`config.mk`:
```
export PLATFORM = sky130hd
export DESIGN_NAME = fetch_stage
export DESIGN_NICKNAME = d
export VERILOG_FILES = /design/src/rtl/fetch_stage.sv
export SDC_FILE = /design/constraint.sdc
export NUM_CORES = 1
export LEC_CHECK = 0
export BUFFER_PORTS_ARGS = -buffer_cell sky130_fd_sc_hd__buf_2
export CAP_MARGIN = 20
export CORE_ASPECT_RATIO = 1.2
export CORE_MARGIN = 1.5
export CORE_UTILIZATION = 53
export DETAILED_ROUTE_END_ITERATION = 10
export PLACE_DENSITY = 0.87
export SLEW_MARGIN = 20
export SYNTH_ARGS = -nofsm -noshare
export SYNTH_HDL_FRONTEND = slang
export SYNTH_SLANG_ARGS = --single-unit
```
`constraint.sdc`:
```
create_clock -name clk -period 2.3 [get_ports clk]
set_clock_uncertainty 0.05 [all_clocks]
set_input_delay 0.23 -clock clk [delete_from_list [all_inputs] [get_ports clk]]
set_output_delay 0.23 -clock clk [all_outputs]
set_load 0.1 [all_outputs]
```
`src/rtl/fetch_stage.sv`:
```
// Instruction fetch stage: owns the PC, keeps at most one imem request in flight,
// and feeds decode through a stallable output register backed by a one-entry hold buffer.
package types;
  typedef logic [31:0] u32_t;
  typedef struct packed {
    u32_t ia_plus_4;
    u32_t ir;
  } id_params_t;
endpackage

module fetch_stage #(
  parameter logic [31:0] RESET_VECTOR = 32'h0000_0000
) (
  input  logic        clk,
  input  logic        rst,
  output logic        imem_req,
  output logic [31:0] imem_addr,
  input  logic        imem_gnt,
  input  logic        imem_rvalid,
  input  logic [31:0] imem_rdata,
  input  logic        redirect_valid,
  input  logic [31:0] redirect_addr,
  input  logic        id_stall,
  output logic        id_valid,
  output logic [63:0] id_params
);
  import types::*;

  typedef enum logic [1:0] {S_REQ, S_WAIT, S_DRAIN} state_e;

  state_e     state_q, state_d;
  u32_t       pc_q, pc_d;
  logic       out_vld_q, out_vld_d;
  id_params_t out_q, out_d;
  logic       hold_vld_q, hold_vld_d;
  id_params_t hold_q, hold_d;

  logic       out_free, resp, gnt;
  id_params_t entry;
  logic       unused_redirect_lsbs;

  assign unused_redirect_lsbs = ^redirect_addr[1:0];

  assign out_free = !out_vld_q || !id_stall;
  assign resp     = (state_q == S_WAIT) && imem_rvalid;
  assign gnt      = imem_req && imem_gnt;
  // pc_q has already advanced past the outstanding fetch, so it is that fetch's ia+4.
  assign entry    = '{ia_plus_4: pc_q, ir: imem_rdata};

  assign imem_addr = pc_q;
  assign id_valid  = out_vld_q;
  assign id_params = out_q;

  always_ff @(posedge clk) begin
    if (rst) state_q <= S_REQ;
    else     state_q <= state_d;
  end

  always_comb begin
    state_d = state_q;
    case (state_q)
      S_REQ: begin
        if (!redirect_valid && gnt) state_d = S_WAIT;
      end
      S_WAIT: begin
        if (redirect_valid)   state_d = imem_rvalid ? S_REQ : S_DRAIN;
        else if (imem_rvalid) state_d = gnt ? S_WAIT : S_REQ;
      end
      S_DRAIN: begin
        if (imem_rvalid) state_d = S_REQ;
      end
      default: state_d = S_REQ;
    endcase
  end

  always_comb begin
    imem_req = !rst && !redirect_valid && !hold_vld_q &&
               ((state_q == S_REQ) || (resp && out_free));
  end

  always_comb begin
    pc_d       = pc_q;
    out_vld_d  = out_vld_q;
    out_d      = out_q;
    hold_vld_d = hold_vld_q;
    hold_d     = hold_q;
    if (redirect_valid) begin
      pc_d       = {redirect_addr[31:2], 2'b00};
      out_vld_d  = 1'b0;
      hold_vld_d = 1'b0;
    end else begin
      if (gnt) pc_d = pc_q + 32'd4;
      if (resp) begin
        if (out_free) begin
          out_vld_d = 1'b1;
          out_d     = entry;
        end else begin
          hold_vld_d = 1'b1;
          hold_d     = entry;
        end
      end else if (out_vld_q && !id_stall) begin
        if (hold_vld_q) begin
          out_d      = hold_q;
          hold_vld_d = 1'b0;
        end else begin
          out_vld_d = 1'b0;
        end
      end
    end
  end

  always_ff @(posedge clk) begin
    if (rst) begin
      pc_q       <= RESET_VECTOR;
      out_vld_q  <= 1'b0;
      out_q      <= '0;
      hold_vld_q <= 1'b0;
      hold_q     <= '0;
    end else begin
      pc_q       <= pc_d;
      out_vld_q  <= out_vld_d;
      out_q      <= out_d;
      hold_vld_q <= hold_vld_d;
      hold_q     <= hold_d;
    end
  end
endmodule

```
=== After elaboration in Yosys (flattened, before gate mapping) ===
Index checks and enable logic that the tools add are counted.

* Add/subtract/negate cells: 1
* Eq/ne operators: 8
* Muxes and demuxes: 20
* Bitwise gates (word level): 2
* Reductions and logical operators: 25

{| class="wikitable"
|+ Operators by type and width
! kind !! count
|-
| 64-bit two-way mux || 4
|-
| 32-bit two-way mux || 2
|-
| 32-bit by 3-bit adder with 32-bit output, second input constant || 1
|-
| 2-bit two-way mux || 5
|-
| 3-bit AND reduction || 3
|-
| 1-bit logical AND || 8
|-
| 1-bit two-way mux || 8
|-
| 2-bit != test, second input constant || 4
|-
| 2-bit case mux with 3 select lines || 1
|-
| 2-bit nonzero test || 3
|-
| 1-bit logical NOT || 5
|-
| 4-bit AND reduction || 1
|-
| 3-bit != test, second input constant || 1
|-
| 2-bit by 1-bit equality test with 1-bit output, second input constant || 1
|-
| 2-bit equality test, second input constant || 1
|-
| 2-bit logical NOT || 1
|-
| 1-bit logical OR || 2
|-
| 2-bit by 1-bit != test with 1-bit output, second input constant || 1
|-
| 1-bit inverter || 2
|-
| 2-bit AND reduction || 1
|-
| 2-bit OR reduction || 1
|}

* Flip-flop bits (word level): 164
* Output and inout port bits: 98

=== Logic depth before layout (Yosys ltp) ===
* Depth in word-level cells: 10
* Mapped depth: 8

=== Least setup slack after synthesis ===
No wires, ideal clock.

* Path type: reg-to-reg
* From: register pc_q[2] (netlist: imem_addr[2])
* To: register pc_q[22] (netlist: imem_addr[22])
* Setup time: 0.074 ns
* Arrival: 2.732 ns
* Data required time: 2.176 ns
* Slack: -0.556 ns
* Cell stages (with the launch flop): 7
* Path buffers: 0
* Cell sequence: dfxtp_1 > ha_1 > nand3_1 > nor4_4 > nand2_2 > or4_1 > a31oi_1

* Longest elaborated chain between the ends: 3

{| class="wikitable"
|+ Ends and longest elaborated chain
! what !! line !! source
|-
| start, declared || 32 || <nowiki>u32_t pc_q, pc_d;</nowiki>
|-
| start signal, assigned || 120 || <nowiki>pc_q <= pc_d;</nowiki>
|-
| 32-bit by 3-bit adder with 32-bit output || 92 || <nowiki>if (gnt) pc_d = pc_q + 32'd4;</nowiki>
|-
| 32-bit two-way mux || 92 ||
|-
| 32-bit two-way mux || 87 || <nowiki>if (redirect_valid) begin</nowiki>
|}

Every way passes these cells. The select of a mux whose other input is x is not followed.
A chain may end at the register's enable or synchronous reset.

=== Worst setup path in the final report ===
Ends and elaborated chain as after synthesis.

==> qor.csv <==
stage;metric;value;unit
global_routing;overflow;0;
global_routing;grt_usage;27.10;%
clocking;path_clk_slew;70;ps
sta;setup_tns;0;ps
pwr;max-vdd-ir-drop;0.4140;mV
global_routing;antenna_found_initial;0;
sta;fin_crit_sh;93.70;%
setup_path;path_depth;6;
setup_path;crit_arrival;2430;ps
setup_path;crit_family;simple AND/OR/NAND/NOR gates;
yosys;syn-cell-area;6726;um2
drt;antenna_left;0;
floorplanning;fp.dieArea;13380;um2
setup_path;reg2reg_setup_slack;140;ps
yosys;syn_avg_cell_area;7.732;um2
clocking;clock-sinks;158;
flow_run;maxCapViolCount;0;
yosys;syn_inst;870;
setup_path;r2r_end;imem_addr[22];
sta;clock.fmax;464.0;MHz
finish;final_core_util;68.43;%
yosys;ys.flop_type;dfxtp_1;
drt;via_per_inst;5.603;
yosys;synth_cell_types;53;
global_routing;grt_first_pass_wirelength;28970;um
global_routing;grt_max_degree;159;
setup_path;reg2reg_depth;6;
yosys;yosysWarnings;0;
global_routing;grt_pass1_vias;6002;
clocking;htreeDepth;4;
finish;nNetsFinal;1078;
clocking;cts_buffers;17;
drt;num_vias;6617;
sta;worst_slew_pin_slew;862.9;ps
finish;final_layout_size_suffix_gt1_share;24.71;%
sta;rsz0062_at_grt;no;
setup_path;critPathLaunch;imem_addr[2];
finish;syn_to_final_growth;24.33;%
floorplanning;fp.dieH;126.4;um
drt;avgRoutedWirePerCell;15.25;um
setup_path;slowest_delay;450;ps
placement;place_congestion;0.8264;
floorplanning;die_w;105.8;um
drt;wl;18010;um
yosys;synth-edff-count;0;
drt;firstDrtPassIters;5;
setup_path;cp.required;2570;ps
setup_path;critical_path_buf_inv_count;0;
setup_path;r2r_start;imem_addr[2];
placement;place_ws;163.5;ps
clocking;cts_tree;yes;
sta;min_period;2155;ps
setup_path;path_class;reg -> reg;
sta;setup_slack;145.0;ps
clocking;worstSkewPairLatency;420;ps
setup_path;worstPathMaxFanout;9;
finish;nFillCells;1067;
finish;antenna_cells;0;
hold_path;hold_class;in -> reg;
floorplanning;coreArea;12220;um2
setup_path;cp-start-kind;register;
placement;dpl.hpwl;11000;um
pwr;pwr_density_cell;758.7;nW/um2
setup_path;cp-end-kind;register;
yosys;ys_seq_elements;158;
yosys;async_flop_share;0;%
placement;portBuffers;161;
run_status;outcome;completed;
floorplanning;rows;44;
clocking;cts_buffer_depth;2;
finish;layout.cells.non_filler;1181;
hold_path;min_delay_path_depth;3;
drt;drc;0;
sta;drv_slew;0;
drt;drt_iter0_markers;522;
clocking;clockRootBuffer;clkbuf_16;
clocking;postCtsSetupBuffers;0;
hold_path;hp-start;imem_rdata[9];
hold_path;holdPathEnd;hold_q[9];
placement;dp.cells;1138;
setup_path;critPathSlowestCell;or4_1;
yosys;seq_area_frac_synth;47.02;%
sta;finalSetupViolations;0;
setup_path;path_cells;ha_1, nand3_2, nor4_4, nand2_2, or4_1, a31oi_1;
sta;slew_headroom;42.47;%
floorplanning;ios;168;
sta;hold_violations;0;
pwr;leakagePower;0.003130;uW
floorplanning;initial_core_util;55.04;%
==> state kept, by name, indices dropped and copies added (netlist names) <==
register,flops
imem_addr,30
hold_q,62
id_valid,1
state_q,2
hold_vld_q,1
id_params,62
==> synth_stat cells (2+ instances only) <==
master    instances  area [um2]
nand2_1         276        1036
o211ai_1          6       45.04
nand3_2           2       20.02
buf_4             4       30.03
nand4_1          10       62.56
o221a_2           3       33.78
and2_1            3       18.77
nor4_4            2       42.54
a32oi_1           3       26.28
nor2_1           90       337.8
nor3_1            8       40.04
or3_1             4       25.02
a211oi_1          6       45.04
o21a_1            4       30.03
a21oi_1          80       400.4
a31oi_1           8       50.05
nand3_1           9       45.04
buf_1             5       18.77
o21ai_0           4       20.02
buf_2             6       30.03
and3_1            6       37.54
inv_1            10       37.54
and3_2            2       15.01
a22oi_1           2       15.01
clkbuf_1         60       225.2
xor2_1            4       35.03
mux2_2            2       22.52
a221oi_1          2       17.52
nor2b_1           2       12.51
xnor2_1           3       26.28
a311oi_1         64       560.5
dfxtp_1         158        3163
o21bai_1          2       15.01
==> cells in the final DEF (no fill, tap or decap), types with 4 or more instances in the layout <==
cell type / instances
a211oi_1: 6
a21oi_1: 80
a311oi_1: 64
a31oi_1: 8
and3_1: 6
buf_12: 4
buf_2: 160
buf_4: 15
clkbuf_16: 17
conb_1: 4
dfxtp_1: 136
dfxtp_2: 19
dlygate4sd3_1: 11
inv_1: 10
nand2_1: 275
nand3_1: 8
nand4_1: 10
nor2_1: 90
nor3_1: 8
o211ai_1: 6
o21a_1: 4
o21ai_0: 4
or3_1: 4
xor2_1: 4
==> metal layers <==
| metal | wire [um] | track usage [%] | vias up |
|---|---|---|---|
| li1 | - | - | 3272 |
| met1 | 7476 | 33.39 | 3031 |
| met2 | 8796 | 45.26 | 270 |
| met3 | 1203 | 5.755 | 44 |
| met4 | 536 | 12.72 | 0 |
| met5 | 0 | 0 | - |
==> worst max path at each step <==
| stage | slack [ps] | endpoint |
|---|---|---|
| 6_report | 140 | imem_addr[22] |
| 5_1_grt | 20 | id_params[19] |
| 4_1_cts | 90 | imem_addr[22] |
| 3_5_place_dp | 160 | imem_addr[22] |
| 3_3_place_gp | 220 | imem_addr[22] |
| 2_1_floorplan | 8 | imem_addr[22] |
==> worst min-delay path, cell delays in order <==
cell and delay (ps):
buf_2 110, nand2_1 50, a21oi_1 50
==> layout make-up <==
cell class | count | area [um2] | area share [%]
multi-input combinational | 630 | 3254 | 38.91
sequential | 158 | 3198 | 38.24
timing repair buffer | 190 | 1104 | 13.20
clock buffer | 20 | 456.7 | 5.461
tap | 161 | 201.4 | 2.409
clock inverter | 12 | 111.4 | 1.332
inverter | 10 | 37.54 | 0.4488
==> cell families after synthesis <==
family,share of synthesized area (%)
other,0.05575
DFF,47.02
and+or+nand+nor,26.34
xor gates and xnor gates,0.9115
adders and majority gates,0.1860
muxes,0.4836
buffers and inverters,5.078
AOI/OAI and AO/OA,19.92
==> report_power, final <==
part	internal (uW)	switching, uW	leakage (uW)
clock network	1550	1140	0.000273
registers	2790	81.3	0.00129
logic	169	609	0.00157
total	4510	1830	0.00313
==> repair_timing <==
action,4_1_cts,5_1_grt
hold buffers,11,0
endpoints found under the setup margin,0,2
hold endpoints to repair,11,0
resized for setup,0,1
==> metrics by stage <==
| step | hold WS [ps] | area (um2) | power, uW |
|---|---|---|---|
| floorplan | 256.8 | 6773 | 3503 |
| global placement | 391.4 | 7680 | 3684 |
| detailed placement | 396.6 | 7680 | 3691 |
| CTS | 0.8129 | 8358 | 6373 |
| global route | 1.781 | 8363 | 6536 |
| finish | 7.629 | 8363 | 6345 |
Note: power is estimated with default switching activity, not from simulation.
